$ cat src/rtl/layer_output_collector.sv
// Collects per-lane neuron results arriving in any order, optionally ReLU-clamps them,
// and emits one packed frame with a single-cycle valid pulse once every lane has reported.

module layer_output_collector_lane #(
    parameter int data_width  = 16,
    parameter int relu_enable = 1
) (
    input  logic                  clk,
    input  logic                  rst,
    input  logic                  clr,
    input  logic                  cap,
    input  logic [data_width-1:0] din,
    output logic [data_width-1:0] merged
);
    logic [data_width-1:0] xf;
    logic [data_width-1:0] buf_q;

    // Clamping negatives keeps the unsigned argmax compare downstream correct.
    assign xf     = (relu_enable != 0 && din[data_width-1]) ? '0 : din;
    assign merged = cap ? xf : buf_q;

    always_ff @(posedge clk) begin
        if (rst || clr) buf_q <= '0;
        else if (cap)   buf_q <= xf;
    end
endmodule

module layer_output_collector #(
    parameter int data_width     = 16,
    parameter int no_neurons     = 10,
    parameter int relu_enable    = 1,
    parameter int timeout_cycles = 1024
) (
    input  logic                             clk,
    input  logic                             rst,
    input  logic [no_neurons-1:0]            neuron_valid,
    input  logic [data_width*no_neurons-1:0] neuron_data,
    output logic                             valid_output,
    output logic [data_width*no_neurons-1:0] data_out,
    output logic                             busy,
    output logic                             dup_error,
    output logic                             timeout_error
);
    localparam int TW = $clog2(timeout_cycles) + 1;
    localparam logic [TW-1:0] T_LAST = TW'(timeout_cycles - 1);

    typedef enum logic {IDLE, COLLECT} state_t;

    state_t                                  state_q, state_d;
    logic [no_neurons-1:0]                   mask_q, mask_d;
    logic [TW-1:0]                           timer_q, timer_d;
    logic [no_neurons-1:0]                   cap;
    logic [no_neurons-1:0][data_width-1:0]   merged;
    logic [no_neurons-1:0][data_width-1:0]   data_q;
    logic                                    full, dup, emit, clr, tout;

    assign cap  = neuron_valid & ~mask_q;
    assign full = &(mask_q | neuron_valid);
    assign dup  = |(neuron_valid & mask_q);
    assign busy = (state_q == COLLECT);
    assign data_out = data_q;

    genvar i;
    generate
        for (i = 0; i < no_neurons; i++) begin : g_lane
            layer_output_collector_lane #(
                .data_width (data_width),
                .relu_enable(relu_enable)
            ) u_lane (
                .clk   (clk),
                .rst   (rst),
                .clr   (clr),
                .cap   (cap[i]),
                .din   (neuron_data[i*data_width +: data_width]),
                .merged(merged[i])
            );
        end
    endgenerate

    always_comb begin
        state_d = state_q;
        mask_d  = mask_q;
        timer_d = timer_q;
        emit    = 1'b0;
        clr     = 1'b0;
        tout    = 1'b0;
        case (state_q)
            IDLE: begin
                if (|neuron_valid) begin
                    if (full) begin
                        emit = 1'b1;
                        clr  = 1'b1;
                    end else begin
                        mask_d  = neuron_valid;
                        timer_d = TW'(1);
                        state_d = COLLECT;
                    end
                end
            end
            COLLECT: begin
                mask_d = mask_q | neuron_valid;
                // Completion is checked first so it wins over a same-edge timeout.
                if (full) begin
                    emit    = 1'b1;
                    clr     = 1'b1;
                    mask_d  = '0;
                    timer_d = '0;
                    state_d = IDLE;
                end else if (timer_q == T_LAST) begin
                    tout    = 1'b1;
                    clr     = 1'b1;
                    mask_d  = '0;
                    timer_d = '0;
                    state_d = IDLE;
                end else begin
                    timer_d = timer_q + TW'(1);
                end
            end
            default: begin
                mask_d  = '0;
                timer_d = '0;
                state_d = IDLE;
            end
        endcase
    end

    always_ff @(posedge clk) begin
        if (rst) begin
            state_q       <= IDLE;
            mask_q        <= '0;
            timer_q       <= '0;
            valid_output  <= 1'b0;
            data_q        <= '0;
            dup_error     <= 1'b0;
            timeout_error <= 1'b0;
        end else begin
            state_q      <= state_d;
            mask_q       <= mask_d;
            timer_q      <= timer_d;
            valid_output <= emit;
            if (emit) data_q <= merged;
            if (dup)  dup_error <= 1'b1;
            if (tout) timeout_error <= 1'b1;
        end
    end
endmodule
$ cat config.mk
export PLATFORM = sky130hd
export DESIGN_NAME = layer_output_collector
export DESIGN_NICKNAME = d
export VERILOG_FILES = /design/src/rtl/layer_output_collector.sv
export SDC_FILE = /design/constraint.sdc
export NUM_CORES = 1
export LEC_CHECK = 0
export ABC_CLOCK_PERIOD_IN_PS = 1800
export CELL_PAD_IN_SITES_DETAIL_PLACEMENT = 1
export CELL_PAD_IN_SITES_GLOBAL_PLACEMENT = 2
export CORE_MARGIN = 2
export CORE_UTILIZATION = 25
export DETAILED_ROUTE_END_ITERATION = 10
export GPL_TIMING_DRIVEN = 0
export PLACE_DENSITY_LB_ADDON = 0.05
export SYNTH_ARGS = -nofsm -noshare
export SYNTH_HDL_FRONTEND = slang
export SYNTH_SLANG_ARGS = --single-unit
export TNS_END_PERCENT = 20
$ cat constraint.sdc
create_clock -name clk -period 1.8 [get_ports clk]
set_input_delay 0.36 -clock clk [delete_from_list [all_inputs] [get_ports clk]]
set_output_delay 0.36 -clock clk [all_outputs]
set_load 0.02 [all_outputs]
Word level (Yosys, flattened, before mapping)

Index checks and enable logic that the tools add are counted.

Bits in registers: 345
Input bits: 172
Logic and storage cells: 83

Add/sub/neg operators: 1
Equal/unequal tests: 3
Mux-type cells: 43
Bitwise gates (word level): 5
Reduce and logical (&&, ||, !) cells: 5

Operator list:

| cell                    | number |
|---|---|
| $mux W16                | 10 |
| $mux W15                | 10 |
| $mux W11                | 4 |
| $mux W10                | 4 |
| $pmux W11 S2            | 1 |
| $and A10 B10 Y10        | 2 |
| $pmux W10 S2            | 1 |
| $reduce_or A10 Y1       | 2 |
| $add A11 B1 Y11 const B | 1 |
| $eq A11 B10 Y1 const B  | 1 |
| $mux W1                 | 10 |
| $not A10 Y10            | 1 |
| $or A10 B10 Y10         | 1 |
| $reduce_and A10 Y1      | 1 |
| $pmux W1 S2             | 3 |
| $ne A2 B2 Y1 const B    | 2 |
| $reduce_and A2 Y1       | 1 |
| $logic_or A1 B1 Y1      | 1 |
| $not A1 Y1              | 1 |

Longest topological paths before layout

Gate-level depths: netlist of run 1.

Depth in word-level cells: 6
Mapped depth: 8
Depth with buffers taken out: 6

Modules after synthesis

From an unflattened synthesis of run 1, not the netlist that was laid out.

Cells, all modules: 1701
Area total of the unflattened synthesis: 14386.3 um2

By module, submodules not included:

| module                      | instances | cells an instance | area an instance (um2) |
|---|---|---|---|
| layer_output_collector_lane | 10        | 85                | 759.5 |
| layer_output_collector      | 1         | 851               | 6791.5 |

Worst setup path before layout of run 1

OpenSTA, ideal clock, no wires.

Path type: register -> register
Start point: register timer_q[0]
End point: register mask_q[0]
Library setup time: 0.117 ns
Data arrival time: 1.841 ns
Data required time: 1.683 ns
Slack: -0.158 ns
Stages on the path, launching flop included: 8
Period minus slack after synthesis: 1.958 ns
Cell sequence: dfxtp_1 ha_1 nand4_1 nor4_4 nand2_1 and4_1 buf_2 a22o_1

Longest elaborated chain between the ends: 4

Ends and longest elaborated chain:

| item                   | line | source |
|---|---|---|
| start, declared        | 51   | `logic [TW-1:0] timer_q, timer_d;` |
| start signal, assigned | 139  | `timer_q <= timer_d;` |
| $eq A11 B10 Y1         | 109  | `end else if (timer_q == T_LAST) begin` |
| $mux W10               | 109  |  |
| $mux W10               | 103  | `if (full) begin` |
| $pmux W10 S2           | 87   | `case (state_q)` |
| end signal, assigned   | 138  | `mask_q <= mask_d;` |
| end, declared          | 50   | `logic [no_neurons-1:0] mask_q, mask_d;` |

No other way between the ends.
A chain may end at the register's enable or synchronous reset.

Worst setup path in the final report of run 1

Start point: register timer_q[0]
End point: register mask_q[3]

Same word-level chain as after synthesis.

==> results.toml, run 1 <==
[global_routing]
grt_usage_pct = 17.69
grt_pass1_vias = 11410
grt-busiest-layer = "met2"
overflow = 0
grt_antenna_before_repair = 7
use_met2_pct = 29.98
grt_max_degree = 13
grt_pass1_wl_um = 67660
use_met1_pct = 22.09
grtUsageMet3_pct = 4.675

[drt]
drtAntennaViolNets = 0
post-route-drc-count = 0
firstDrtPassIters = 4
drt-total-wl_um = 45400
viasPerCell = 4.591
post_drt_wl_per_cell_um = 19.08
drt_iter0_drc = 385
vias = 10920

[clock_tree]
htreeDepth = 2
holdBufCountCts = 0
cts_inserted_buffers = 42
cts-root-buf = "clkbuf_16"
clkLatencyLatePin_ns = 0.56
cts.sinks = 345
cts_buffer_depth = 3
cts_tree = "yes"
cts.clk_slew.worst_paths_ns = 0.05

[synth]
synthFlopType = "dfxtp_1"
syn_avg_cell_area_um2 = 9.124
syn_inst = 1318
synth_area_leaders = "dfxtp_1 (57%), nor3b_1 (9.4%), a21oi_1 (6.4%), o21ai_0 (6.3%), nor2_1 (4.9%)"
synth.most_common_cell = "dfxtp_1"
seq_area_frac_synth_pct = 57.43
yosys.area.top_type = "dfxtp_1"
syn-cell-area_um2 = 12030
yosys_warnings = 0
synth_enable_flop_cells = 0
synth_common_cells = "dfxtp_1 (345), nor2_1 (158), nand2_1 (156)"
synthDistinctLibCells = 46
syn_nets = 1491
yosys.area.top_type_share_pct = 57.43
synthArstFlopShare_pct = 0
ys_seq_elements = 345

[placement]
dpl.hpwl_um = 32340
pre_cts_ws_ns = -1.422
dp_cells = 2268
gp_congestion = 0.7294
placedInstanceArea_um2 = 16150
port_buffers = 335

[sta]
min_period_ns = 1.838
setup_ws_ns = -0.03759
slew_viol_final = 0
fmax_mhz = 544.2
timing.final.crit_share_pct = 102.1
setup_viol = 16
tightestPinTransition_ns = 0.6718
rsz0062_at_grt = "true"
fin_tns_setup_ns = -0.3105
hold_viol = 0
hold_ws_ns = 0.2564
clock_skew_ns = 0.01297
slew_headroom_pct = 55.21

[power]
leakage_nw = 7.374
ir_worst_vdd_mv = 0.5874
power_density_nw_per_um2 = 977.9
p_total_mw = 18.16

[setup_path]
criticalPathCategory = "flip-flop to flip-flop"
cp-start-kind = "flip-flop"
reg2reg_depth = 7
cp_top_family = "simple AND/OR/NAND/NOR gates"
endpoint_kind = "flip-flop"
worst_ep_required_time_ns = 2.24
max_stage_delay_ns = 0.37
worst_path_max_delay_cell = "dfxtp_4"
path_max_fanout = 5
crit_cells = 7
critPathBufInv = 1
crit_arrival_ns = 2.28
path_cells = "ha_4 -> nand4_1 -> nor4_4 -> nand2_2 -> and4_4 -> clkbuf_16 -> a22o_1"

[finish]
stdcell_area_um2 = 18570
nNetsFinal = 1902
drive_gt1_share_pct = 13.85
fin_cells = 2379
layout.area.seq_um2 = 6933
final_core_utilization_pct = 38.98
multiInputGateArea_um2 = 4997
area_delta_synth_final_pct = 54.45
num-fill-cells = 5416

[die]
io_pins = 336
rows = 80
initial_core_util_pct = 25.24
die_h_um = 223.3
core_area_um2 = 47650
fp.dieW_um = 223.3
dieArea_um2 = 49870

[worst_hold_path]
min-delay-path-class = "input pin to flip-flop"
hold_depth = 2

[outcome]
failed_checks = "setup timing"
status = "complete, but fails checks"

[run]
cap_violations = 0
[final cells by class]
cell class / count / area share [%]
Multi-Input combinational cell: 876 / 26.91
Buffer: 90 / 4.237
Inverter: 4 / 0.08084
Tap cell: 615 / 4.143
Antenna cell: 2 / 0.02695
Clock inverter: 14 / 0.7949
Sequential cell: 345 / 37.33
Clock buffer: 63 / 6.750
Timing Repair Buffer: 370 / 19.73
[report_power, final]
part           switching [mW]  total [mW]  internal, mW
combinational           0.869        1.69         0.821
sequential             0.0710        7.88          7.81
clock                    3.36        8.60          5.24
total                    4.30        18.2          13.9
[flip-flops by register name, summed over array words and instances (netlist names)]
register             flops
valid_output             1
busy                     1
timer_q                 11
timeout_error            1
g_lane.u_lane.buf_q    160
mask_q                  10
data_out               160
dup_error                1
[cell usage in the layout (no fill, tap or decap), types with 8 or more instances in the layout]
| cell | count |
|---|---|
| a21oi_1 | 152 |
| a22o_1 | 18 |
| a32o_1 | 10 |
| buf_12 | 12 |
| buf_4 | 19 |
| buf_6 | 19 |
| buf_8 | 13 |
| clkbuf_1 | 49 |
| clkbuf_16 | 53 |
| clkbuf_8 | 8 |
| clkdlybuf4s50_1 | 161 |
| clkinv_2 | 10 |
| dfxtp_1 | 334 |
| dlygate4sd2_1 | 172 |
| nand2_1 | 155 |
| nand2b_1 | 10 |
| nand3_1 | 12 |
| nor2_1 | 115 |
| nor2_2 | 38 |
| nor3b_1 | 151 |
| o21ai_0 | 61 |
| o21ai_1 | 83 |
[layer usage]
metal | part of all wire, % | routed length, um
met1 | 44 | 20160
met2 | 48 | 21750
met3 | 5.8 | 2628
met4 | 1.9 | 843
met5 | 0.029 | 13
[repair_timing]
item,CTS,global route
hold endpoints to repair,0,0
setup buffers,22,2
pin swaps,16,17
cloned,3,8
setup endpoints to repair,502,336
resized for setup,295,230
[path summary, 6_finish.rpt]
kind                    to  slack [ns]            start
min reg2reg  data_out[122]        0.45    data_out[122]
min              mask_q[3]        0.26  neuron_valid[3]
max              mask_q[3]       -0.04       timer_q[0]
max reg2reg      mask_q[3]       -0.04       timer_q[0]
[logic make-up (layout without fill, tap and decap cells)]
| family | after synthesis | in the layout | synth area share, % |
|---|---|---|---|
| compound gates | 354 | 354 | 16.28 |
| fa+ha+maj | 1 | 1 | 0.1040 |
| flops | 345 | 345 | 57.43 |
| buf+inv | 97 | 541 | 3.683 |
| other cells | 0 | 2 | 0 |
| simple gates | 519 | 519 | 22.35 |
| xor+xnor | 2 | 2 | 0.1457 |
(Power assumes the default switching activity.)
==> run 2: changes to the inputs <==
Settings changed: CORE_UTILIZATION 25 to 33, DONT_BUFFER_PORTS set to 1.
==> run 2 against run 1 <==
Net effect:
- the flow still finishes with violations (setup timing)
- routed wire length down 13%
- total power down 4.9%
- clock power down 4.0%
- sequential cell count unchanged
- via count down 11%
- worst setup slack better by 0.027 ns
- global-route usage up 2.8 points
- final area down 21%
- combinational power down 34%
- critical path depth unchanged
- register-to-register slack better by 0.03 ns
- sequential power about the same
- largest cell class unchanged
==> results.toml, run 2 (synthesized netlist as in run 1, its figures left out) <==
[global_routing]
grt_antenna_before_repair = 11
grt_usage_pct = 20.48
grt_max_degree = 14
grt_pass1_wl_um = 60740
overflow = 0
grt_pass1_vias = 10030

[setup_path]
max_stage_delay_ns = 0.36
criticalPathCategory = "flip-flop to flip-flop"
worst_path_max_delay_cell = "dfxtp_4"
endpoint_kind = "flip-flop"
path_max_fanout = 10
crit_arrival_ns = 2.21
path_cells = "ha_4 -> nand4_1 -> nor4_4 -> buf_4 -> a211o_1 -> a21oi_4 -> a22o_1"
ff2ff_setup_slack_ns = -0.01
cp-start-kind = "flip-flop"
worst_ep_required_time_ns = 2.20

[run]
cap_violations = 0

[finish]
drive_gt1_share_pct = 12.64
num-fill-cells = 4090
nNetsFinal = 1562
layout_common_cells = "dfxtp_1 (337), nor2_1 (157), nand2_1 (155)"
final_common_cell = "dfxtp_1"
area_delta_synth_final_pct = 21.95
final_core_utilization_pct = 41.03

[die]
dieArea_um2 = 37980
initial_core_util_pct = 33.64
io_pins = 336
die_h_um = 194.9
rows = 69
core_area_um2 = 35740
fp.dieW_um = 194.9

[sta]
min_period_ns = 1.811
slew_headroom_pct = 53.44
setup_ws_ns = -0.01058
timing.final.crit_share_pct = 100.6
fmax_mhz = 552.3
tightestPinTransition_ns = 0.6985
slew_viol_final = 0
hold_viol = 0
setup_viol = 3
rsz0062_at_grt = "true"
clock_skew_ns = 0.01887
fin_tns_setup_ns = -0.02970

[clock_tree]
cts_tree = "yes"
htreeDepth = 2
clkLatencyLatePin_ns = 0.52
cts.sinks = 345
cts.clk_slew.worst_paths_ns = 0.06
cts-root-buf = "clkbuf_16"
cts_inserted_buffers = 39
cts_buffer_depth = 3

[drt]
drt_iter0_drc = 362
post-route-drc-count = 0
firstDrtPassIters = 4
viasPerCell = 5.137
post_drt_wl_per_cell_um = 20.95
vias = 9683
drt-total-wl_um = 39490
drtAntennaViolNets = 0

[power]
ir_worst_vdd_mv = 0.5664
power_density_nw_per_um2 = 1178
leakage_nw = 5.194

[placement]
port_buffers = 0
gp_congestion = 0.7605
dpl.hpwl_um = 28140
pre_cts_ws_ns = -0.8235

[outcome]
failed_checks = "setup timing"
status = "complete, but fails checks"

[worst_hold_path]
min-delay-path-class = "input pin to flip-flop"
## run 2: cell types whose count changed in the layout (fill, tap and decap cells not counted), moves of 13 or more
| cell | change |
|---|---|
| dlygate4sd2_1 | -172 |
| clkdlybuf4s50_1 | -161 |
| nor2_1 | +42 |
| o21ai_1 | -81 |
| nor2_2 | -37 |
| o21ai_0 | +88 |
| clkbuf_2 | +24 |
| clkbuf_1 | -13 |
## run 2: worst paths after layout
check,from,end,cells after the start
setup / recovery,timer_q[1],mask_q[1],7
hold / removal,neuron_valid[4],dup_error,2
setup reg to reg,timer_q[1],mask_q[1],7
hold reg to reg,g_lane[1].u_lane.buf_q[4],g_lane[1].u_lane.buf_q[4],2
## run 2: final cells by class
cell class | instances | area [um2] | share of cell area, %
diodes | 8 | 20.02 | 0.1365
plain buffers | 93 | 681.9 | 4.650
clock buffers | 58 | 1190 | 8.114
clock inverters | 10 | 152.6 | 1.041
inverters | 4 | 20.02 | 0.1365
multi-input cells | 877 | 4810 | 32.80
flip-flops and latches | 345 | 6927 | 47.23
well taps | 461 | 576.8 | 3.933
repair buffers | 29 | 287.8 | 1.962
## run 2: repair_timing
action                                  4_1_cts  5_1_grt
gates resized for setup                      85       70
pin swaps                                    11       12
endpoints found under the setup margin      339      339
hold buffers                                 10        0
hold endpoints to repair                     10        0
buffers inserted                             19        1
gates cloned                                  2        0
## run 2: power breakdown
part / internal [mW] / total, mW / switching (mW)
clock network: 5.13 / 8.26 / 3.13
logic: 0.421 / 1.12 / 0.697
registers: 7.80 / 7.90 / 0.0940
## run 2: stage by stage
step           power, mW  std cells  hold WS [ns]  instance area (um2)
2_1_floorplan      8.715       1318        0.4460                12030
3_3_place_gp       9.020       1779        0.4609                12610
3_5_place_dp       9.036       1779        0.4671                12610
4_1_cts            17.51       1878       0.02792                14510
5_1_grt            17.98       1879        0.1068                14650
6_report           17.28       1885       0.05281                14670
## run 2: critical path: cells and delay by family (launching register included)
family | cells | cell delay [ns]
AOI/OAI and AO/OA | 3 | 0.51
and+or+nand+nor | 2 | 0.47
DFF | 1 | 0.36
buffers and inverters | 1 | 0.21
adders and majority gates | 1 | 0.14
## run 2: metal layers
metal | vias to the layer above | global-route usage (%) | share of wire [%]
met5 | - | 0 | 0.16
li1 | 4693 | - | -
met4 | 8 | 4.665 | 1.8
met2 | 241 | 33.12 | 46
met3 | 54 | 7.305 | 7.8
met1 | 4687 | 26.16 | 44
==> edit: new RTL, settings of run 2 <==
`data_width` is set to 16 in 2 places; all go to 24.
--- a/src/rtl/layer_output_collector.sv
+++ b/src/rtl/layer_output_collector.sv
@@ -2,7 +2,7 @@
 // and emits one packed frame with a single-cycle valid pulse once every lane has reported.
 
 module layer_output_collector_lane #(
-    parameter int data_width  = 16,
+    parameter int data_width  = 24,
     parameter int relu_enable = 1
 ) (
     input  logic                  clk,
@@ -26,7 +26,7 @@
 endmodule
 
 module layer_output_collector #(
-    parameter int data_width     = 16,
+    parameter int data_width     = 24,
     parameter int no_neurons     = 10,
     parameter int relu_enable    = 1,
     parameter int timeout_cycles = 1024
Ports: changed (resized data_out and neuron_data); port bits go from 336 to 496. No check against the original RTL was run, so the function may have changed too.
==> edit against run 2 <==
Largest power group unchanged. Design area rose by 69%. Area after synthesis rose by 56%. Total power rose by 53%. Wire length rose by 69%. The run still ends with negative setup slack left. Critical path depth rose by 4. Non-clock buffer count rose by 109. Setup slack got worse by 0.15 ns. Combinational power rose by 92%. Sequential cell count rose by 160.
==> edit: results (changes against run 2) <==
Global route
  – Number of global-route vias before repair: 14,100 (was 10,000)
  – GR Util met1: 26.2% (about the same)
  – Largest net degree at the start of global routing: 15 (was 14)
  – Global-route met2 utilization: 34.8% (was 33.1%)
  – Initial antenna violation count: 19 (was 11)
  – Met3 Usage GRT: 5.95% (was 7.31%)
  – Total GRT Usage: 20.9% (was 20.5%)

Layout
  – Area occupied by multi-input gates: 8450 um2 (was 4810 um2)
  – Fill cells: 5,938 (was 4,090)
  – Final-layout clock buffer total: 90 (was 58)
  – Inverters: 5 (was 4)
  – Diodes inserted: 16 (was 8)
  – Nets: 2,104 (was 1,562)
  – Non-clock buffer share: 12.8% (was 6.61%)
  – Layout clock area frac: 8.34% (was 9.15%)
  – Bufs w/o clock: 231 (was 122)
  – Layout Cells excl Fill: 2,671 (was 1,885)
  – Seq. cell area: 10,100 um2 (was 6930 um2)
  – Multi-input gates: 1,051 (was 877)
  – Fraction of layout cells with a size suffix above 1: 27.9% (was 12.6%)

Drt
  – Met2 wire len: 32.2 mm (was 18.1 mm)
  – M1 WL: 29.1 mm (was 17.5 mm)
  – Routed vias/inst: 5.22 (was 5.14)
  – Post-Route WL: 66.9 mm (was 39.5 mm)
  – DR WL met3: 4.10 mm (was 3.10 mm)
  – Top Layer Used: met4 (was met5)

Logic synthesis
  – Synth cell types: 50 (was 46)
  – Top post-synthesis cells by area: dfxtp_1, o2bb2ai_2, nor3b_1 (was dfxtp_1, nor3b_1, a21oi_1)
  – Syn nets: 1,967 (was 1,491)
  – Sequential share of the synthesized area: 53.9% (was 57.4%)
  – Mapped Avg Cell Area: 11.0 um2 (was 9.12 um2)
  – Post-synth top cells: dfxtp_1, nor2_1, a21oi_1 (was dfxtp_1, nor2_1, nand2_1)

Worst setup path
  – Critical path data arrival time: 2.44 ns (was 2.21 ns)
  – Top delay family on crit path: buffers and inverters (was compound AO/OA/AOI/OAI gates)

Status
  – Failing checks: negative setup slack (unchanged)
  – Status: complete, but fails checks (unchanged)

Place
  – Dpl hpwl: 45.7 mm (was 28.1 mm)
  – Placer Congestion: 0.813 (was 0.761)
  – Placed inst area: 19,700 um2 (was 12,600 um2)
  – Place WS: -0.982 ns (was -0.823 ns)

Timing
  – Setup TNS: -29.21 ns (was -0.0297 ns)
  – Setup Viol. Count Final: 435 (was 3)
  – Setup ws final: -0.164 ns (was -0.0106 ns)
  – Slew headroom: 60.7% (was 53.4%)

CTS
  – CTS Buf Count: 57 (was 39)
  – CTS sink count: 505 (was 345)
  – Postcts setup bufs: 17 (was 19)
  – Cts repair resizes: 236 (was 85)
  – Worst-Skew Late Latency: 0.61 ns (was 0.52 ns)

Floorplan
  – Initial Util: 33.4% (was 33.6%)
[edit: cell families (layout without fill, tap and decap cells)]
logic type	Yosys count	count (layout)	synth area share (%)
simple gates	527	527	15.7
other cells	0	16	0
xor+xnor	2	2	0.0933
flops	505	505	53.9
buf+inv	158	343	4.37
fa+ha+maj	1	1	0.0666
compound gates	521	521	25.9
[edit: path summary, 6_finish.rpt]
| path | startpoint | end | slack (ns) | depth (start not counted) |
|---|---|---|---|---|
| max reg2reg | mask_q[7] | g_lane[2].u_lane.buf_q[4] | -0.16 | 11 |
| min | neuron_valid[2] | dup_error | 0.04 | 2 |
| min reg2reg | g_lane[8].u_lane.buf_q[23] | g_lane[8].u_lane.buf_q[23] | 0.44 | 2 |
| max | mask_q[7] | g_lane[2].u_lane.buf_q[4] | -0.16 | 11 |
[edit: report_power, final]
part | internal [mW] | switching, mW
registers | 11.4 | 0.137
clock network | 7.90 | 4.79
logic | 0.888 | 1.26
total | 20.2 | 6.19
